===== config.mk =====
export PLATFORM = sky130hd
export DESIGN_NAME = decoder_scan_ctrl
export DESIGN_NICKNAME = d
export VERILOG_FILES = /design/src/rtl/decoder_scan_ctrl.sv
export SDC_FILE = /design/constraint.sdc
export NUM_CORES = 1
export LEC_CHECK = 0
export ABC_AREA = 1
export CORE_ASPECT_RATIO = 2
export CORE_UTILIZATION = 53
export CTS_BUF_LIST = sky130_fd_sc_hd__clkbuf_4 sky130_fd_sc_hd__clkbuf_8
export DETAILED_ROUTE_END_ITERATION = 7
export HOLD_SLACK_MARGIN = 0.05
export PLACE_DENSITY = 0.79
export SYNTH_ARGS = -nofsm -noshare
export SYNTH_HDL_FRONTEND = slang
export SYNTH_SLANG_ARGS = --single-unit

===== constraint.sdc =====
create_clock -name clk -period 2.9 [get_ports clk]
set_clock_uncertainty 0.05 [all_clocks]
set_input_delay 0.435 -clock clk [delete_from_list [all_inputs] [get_ports clk]]
set_output_delay 0.435 -clock clk [all_outputs]
set_load 0.03 [all_outputs]

===== src/rtl/decoder_scan_ctrl.sv =====
`default_nettype none
// ============================================================================
// Module      : decoder_scan_ctrl
// Description : Registered scan sequencer for a 3-to-8 decoder stage. Walks
//               the masked channels in ascending order, holds each one for a
//               programmable dwell time and inserts a blanking gap between
//               channels.
// Revision    : 1.0 - initial release
// ============================================================================
module decoder_scan_ctrl #(
    parameter int DIV_W     = 8,
    parameter int BLANK_CYC = 2
) (
    input  logic             clk,
    input  logic             rst,
    input  logic             start,
    input  logic             stop,
    input  logic [7:0]       mask,
    input  logic [DIV_W-1:0] dwell,
    output logic [2:0]       sel,
    output logic             en_n,
    output logic             busy,
    output logic             wrap
);

    typedef enum logic [1:0] {
        S_IDLE  = 2'd0,
        S_DWELL = 2'd1,
        S_BLANK = 2'd2
    } state_t;

    localparam logic [3:0]       C_BLANK = 4'(BLANK_CYC);
    localparam logic [DIV_W-1:0] C_ONE   = DIV_W'(1);

    state_t           r_state, w_state_nxt;
    logic [DIV_W-1:0] r_cnt,   w_cnt_nxt;
    logic [3:0]       r_bcnt,  w_bcnt_nxt;
    logic [2:0]       w_sel_nxt;
    logic             w_en_n_nxt, w_busy_nxt, w_wrap_nxt;
    logic             w_advance;
    logic [3:0]       w_first;
    logic [3:0]       w_next;
    logic [DIV_W-1:0] w_load;

    // Circular search for the first set mask bit starting at index 'from'.
    // Returns {found, index}; the loop runs downward so the smallest offset
    // is the last one written and therefore wins.
    function automatic logic [3:0] find_from(input logic [7:0] m,
                                             input logic [2:0] from);
        logic [3:0] res;
        logic [2:0] idx;
        res = 4'b0000;
        for (int i = 7; i >= 0; i--) begin
            idx = from + 3'(i);
            if (m[idx]) begin
                res = {1'b1, idx};
            end
        end
        return res;
    endfunction

    assign w_first = find_from(mask, 3'd0);
    assign w_next  = find_from(mask, sel + 3'd1);
    // A dwell of zero behaves like a dwell of one.
    assign w_load  = (dwell == '0) ? C_ONE : dwell;

    // State register and registered outputs; reset blanks the decoder at once.
    always_ff @(posedge clk or posedge rst) begin
        if (rst) begin
            r_state <= S_IDLE;
            r_cnt   <= '0;
            r_bcnt  <= 4'd0;
            sel     <= 3'd0;
            en_n    <= 1'b1;
            busy    <= 1'b0;
            wrap    <= 1'b0;
        end else begin
            r_state <= w_state_nxt;
            r_cnt   <= w_cnt_nxt;
            r_bcnt  <= w_bcnt_nxt;
            sel     <= w_sel_nxt;
            en_n    <= w_en_n_nxt;
            busy    <= w_busy_nxt;
            wrap    <= w_wrap_nxt;
        end
    end

    // Next-state and next-output logic; stop overrides everything else.
    always_comb begin
        w_state_nxt = r_state;
        w_cnt_nxt   = r_cnt;
        w_bcnt_nxt  = r_bcnt;
        w_sel_nxt   = sel;
        w_en_n_nxt  = en_n;
        w_busy_nxt  = busy;
        w_wrap_nxt  = 1'b0;
        w_advance   = 1'b0;

        if (stop) begin
            w_state_nxt = S_IDLE;
            w_en_n_nxt  = 1'b1;
            w_busy_nxt  = 1'b0;
        end else begin
            case (r_state)
                S_IDLE: begin
                    w_en_n_nxt = 1'b1;
                    w_busy_nxt = 1'b0;
                    if (start && w_first[3]) begin
                        w_state_nxt = S_DWELL;
                        w_sel_nxt   = w_first[2:0];
                        w_cnt_nxt   = w_load;
                        w_en_n_nxt  = 1'b0;
                        w_busy_nxt  = 1'b1;
                    end
                end
                S_DWELL: begin
                    // Last active cycle of this channel: blank or chain on.
                    if (r_cnt <= C_ONE) begin
                        if (BLANK_CYC > 0) begin
                            w_state_nxt = S_BLANK;
                            w_en_n_nxt  = 1'b1;
                            w_bcnt_nxt  = C_BLANK;
                        end else begin
                            w_advance = 1'b1;
                        end
                    end else begin
                        w_cnt_nxt = r_cnt - C_ONE;
                    end
                end
                S_BLANK: begin
                    if (r_bcnt <= 4'd1) begin
                        w_advance = 1'b1;
                    end else begin
                        w_bcnt_nxt = r_bcnt - 4'd1;
                    end
                end
                default: begin
                    w_state_nxt = S_IDLE;
                    w_en_n_nxt  = 1'b1;
                    w_busy_nxt  = 1'b0;
                end
            endcase

            // Channel hand-over uses the mask as it is right now.
            if (w_advance) begin
                if (w_next[3]) begin
                    w_state_nxt = S_DWELL;
                    w_sel_nxt   = w_next[2:0];
                    w_cnt_nxt   = w_load;
                    w_en_n_nxt  = 1'b0;
                    w_busy_nxt  = 1'b1;
                    w_wrap_nxt  = (w_next[2:0] <= sel);
                end else begin
                    w_state_nxt = S_IDLE;
                    w_en_n_nxt  = 1'b1;
                    w_busy_nxt  = 1'b0;
                end
            end
        end
    end

endmodule
`default_nettype wire


* Word level (Yosys, flattened, before mapping) *
Index checks and enable logic that the tools add are counted.

cells by class
  eq/ne operators = 8
  mux-type cells = 68
  bitwise operators = 1
  $lt $le $gt $ge = 11
  add/subtract/negate cells = 10
  reductions and logical operators = 8

operators by type and width
  kind                 number
  $mux 4               18
  $mux 8               5
  $lt 3x4->1 const B   8
  $bmux 1 s3           8
  $mux 1               24
  $pmux 8 s2           1
  $add 3x3->3 const B  4
  $mux 3               4
  $le 8x1->1 const B   1
  $logic_not 8->1      1
  $mux 2               4
  $ne 4x4->1 const B   2
  $pmux 4 s2           1
  $sub 8x1->8 const B  1
  $add 3x1->3 const B  2
  $add 3x2->3 const B  2
  $pmux 2 s3           1
  $le 4x1->1 const B   1
  $ne 2x2->1 const B   2
  $reduce_and 4->1     1
  $sub 4x1->4 const B  1
  $le 3x3->1           1
  $ne 3x1->1 const B   1
  $ne 3x3->1 const B   1
  other kinds (11)     11

word-level totals
  register bits after elaboration = 20

* Longest topological paths before layout *
  depth after elaboration = 16
  depth in mapped cells = 23
  depth with buffers taken out = 22

* Least setup slack after synthesis *
No wires, ideal clock.

  path kind = reg-to-reg
  start = register sel[0]
  end = register wrap
  stages on the path, launching flop included = 23
  slack = -40 ps
  clock period less this slack = 2940 ps
  library setup time = 94 ps
  arrival = 2796 ps
  path through = dfrtp_1 > inv_2 > buf_6 > ha_1 > buf_4 > nand2_1 > nand2_2 > nand2_1 > nand2_2 > nand3_1 > nand3_1 > nand2_1 > nand2_1 > nand2_1 > nand2_1 > nand2_1 > nand2_1 > nand2_1 > inv_1 > ha_1 > a21oi_1 > o21ai_0 > a211oi_1

between the ends
  cells in the longest elaborated chain, start to end = 16
  elaborated cells on any way between the ends = 36

ends and longest elaborated chain
  item                          line  text
  from (decl)                   20    output logic [2:0] sel,
  from (signal assigned)        81    sel <= w_sel_nxt;
  $add 3x1->3                   63    assign w_next = find_from(mask, sel + 3'd1);
  $add 3x3->3                   54    idx = from + 3'(i);
  $bmux 1 s3                    55    if (m[idx]) begin
  $mux 1 (implied by the code)  55
  $mux 4 (8 in series)          55
  $le 3x3->1                    152   w_wrap_nxt = (w_next[2:0] <= sel);
  $mux 1 *                      146   if (w_next[3]) begin
  $mux 1 *                      145   if (w_advance) begin
  $mux 1 *                      99    if (stop) begin
  named net w_wrap_nxt          39    logic w_en_n_nxt, w_busy_nxt, w_wrap_nxt;
  to (signal assigned)          84    wrap <= w_wrap_nxt;
  to (decl)                     23    output logic wrap

The timed path passes the listed nets; every way through them passes the cells marked *. The select of a mux whose other input is x is not followed.
A chain may end at the register's enable or synchronous reset.

* Final worst setup path *
  start = register sel[1]
  end = register wrap

Same word-level chain as after synthesis.

==> results.toml <==
[outcome]
status = "finished clean"

[synthesis]
synth_async_sr_flop_share = 1.000
synth_edf_count = 0
syn_area_mm2 = 0.002285
synth_cells = 364
ys_seq_elements = 20
ys.flop_type = "dfrtp_1"
yosysWarnings = 0
yosysSeqAreaShare = 0.2196
yosysTopAreaCell = "dfrtp_1"
synth_cell_type_count = 40
syn_nets = 398
synth_top_area_share = 0.2081
avgSynthCellArea_um2 = 6.277
synth_area_leaders = "dfrtp_1 21%, nand2_1 18%, ha_1 7.7%"

[setup_path]
cp_max_fo = 7
critPathMaxStageDelay_ps = 440
start_kind = "register"
slowest_stage = "dfrtp_1"
worstSetupPathType = "reg -> reg"
end_kind = "register"
critPathMostFrequentCell = "nand2_1"
critPathBufInv = 1
worstPathArrival_ps = 2860
crit_required_ps = 3020
critPathTopFamily = "simple AND/OR/NAND/NOR gates"
crit_chain = "ha_4, inv_4, nand2_1, nand2_2, nand2_1, nand2_1, nand2_2, nand2_4, a21oi_1, nand2_1, nand2_2, a21boi_1, ha_1, nand2_1, o21ai_0, a211oi_1"

[route]
wl_met3_um = 271
maxUsedRoutingLayer = "met4"
vias = 2622
drt-initial-drc-count = 80
wl_met2_mm = 3.945
ant_nets = 0
drc = 0
drtPass1Iterations = 4
wl_met1_mm = 2.227
viasPerCell = 5.763
wl_per_cell_um = 15.45
wl_mm = 7.032

[floorplan]
io-pin-count = 26
dieArea_mm2 = 0.004593
die_y_um = 94.85
core_area_mm2 = 0.004129
core.rowCount = 33
die_w_um = 48.43
initial_core_util = 0.5533

[timing]
hold_violations = 0
drv_slew = 0
period_share = 0.9446
setup_violations = 0
max_freq_mhz = 365.0
worst_pin_slew_ps = 823.2
period_needed_ps = 2739
layout_setup_ws_ps = 160.6
relSlewSlack = 0.4506

[placement]
dp_hpwl_mm = 5.399
place_ws_ps = 49.12
gp_congestion = 0.9859
port-buffer-count = 25
place_inst = 442

[global_route]
grt_overflow_total = 0
grt_pass1_vias = 2657
grt_start_max_net_pins = 21
antenna_found_initial = 0
grt_pass1_wl_mm = 11.54
grt_usage = 0.3262

[cts]
cts.sinks = 20
htree_levels = 1
clkTransAtPathRegs_ps = 80
clk_latency_ps = 270
clockBufferDepth = 2
cts_hold_buf = 0
cts_tree = "yes"
numCtsBuffers = 3
root_buffer = "clkbuf_8"

[final_layout]
layout.cells.non_filler = 455
drive_above_1_share = 0.1886
multi_input_area_mm2 = 0.001597
seq_area_um2 = 503.0
diodes = 0
nets = 438
area_growth_syn_to_layout_pct = 24.32
fillers = 383

[flow_run]
drv_cap = 0

[worst_hold_path]
hp-class = "reg -> reg"
==> what timing repair did <==
action	in CTS	in global routing
endpoints found under the setup margin	0	1
setup buffers	0	9
gates resized for setup	0	21
==> final cells by class <==
type	instances	share of cell area
Timing Repair Buffer	42	0.1388
Clock inverter	1	0.01057
Multi-Input combinational cell	285	0.5621
Tap cell	52	0.02291
Sequential cell	20	0.1771
Clock buffer	3	0.01454
Inverter	52	0.07401
==> kinds of logic (layout without fill, tap and decap cells) <==
logic type / Yosys count / count (layout) / synth area share
AOI/OAI and AO/OA: 67 / 67 / 0.1763
xor gates and xnor gates: 2 / 2 / 0.007668
adders and majority gates: 14 / 14 / 0.07667
buffers and inverters: 59 / 98 / 0.1156
DFF: 20 / 20 / 0.2196
muxes: 1 / 1 / 0.004928
and+or+nand+nor: 201 / 201 / 0.3992
==> stage by stage <==
stage               setup TNS [ps]    util  instance area, um2  hold WS (ps)
finish                           0  0.6879                2840         444.9
floorplan                        0       -                2286         348.0
global placement                 0  0.6309                2605         432.7
detailed placement               0  0.6309                2605         440.3
global route                -83.52  0.6879                2840         474.4
CTS                              0  0.6482                2676         452.4
==> worst register-to-register path: stages (launching register included) <==
cell and delay (ps):
dfrtp_1 440, ha_4 340, inv_4 60, nand2_1 80
nand2_2 110, nand2_1 120, nand2_1 80, nand2_2 110
nand2_4 90, a21oi_1 220, nand2_1 110, nand2_2 70
a21boi_1 60, ha_1 320, nand2_1 70, o21ai_0 80
a211oi_1 240
==> layer usage <==
metal | vias to the layer above | GRT usage
met5 | - | 0
met4 | 0 | 0.2549
met3 | 46 | 0.03543
met2 | 98 | 0.6655
met1 | 1208 | 0.2747
li1 | 1270 | -
==> final timing paths <==
check	from	to	slack, ps	depth (start not counted)
setup reg to reg	sel[1]	wrap	160	16
setup / recovery	sel[1]	wrap	160	16
max in group asynchronous	rst	sel[0]	1650	2
min in group asynchronous	rst	r_bcnt[2]	580	2
hold / removal	en_n	en_n	440	2
hold reg to reg	en_n	en_n	440	2
==> synthesized netlist by cell type, types with 5 or more instances <==
master and n:
dfrtp_1 19, o211ai_1 6, nand2_2 14, o21ai_0 22
o21ai_1 6, inv_1 40, a21oi_1 15, ha_1 14
a31oi_1 5, nor2_1 27, nand3_1 32, inv_2 9
nand2_1 110
==> registers in the layout, indices dropped and copies added, names as in the netlist <==
name and count:
busy 1, en_n 1, r_bcnt 4, r_cnt 8, r_state 2, sel 3, wrap 1
==> cells in the final DEF, fill, tap and decap left out, types with 3 or more instances in the layout <==
cell type and n:
nand4_1 4, nand2_2 19, o21ai_0 22, dfrtp_1 18, o211ai_1 6, nor3_1 4, buf_4 15, nor2_1 26
nand2_4 5, inv_1 40, a21oi_2 5, nand2_1 104, clkbuf_8 3, nand3_2 4, clkdlybuf4s50_1 25, inv_2 8
a31oi_1 5, o21ai_1 6, ha_1 11, nand3_1 28, a21oi_1 13
Power is not shown: default switching activity piles up to over one toggle a cycle in this logic, so the estimate is an artifact.
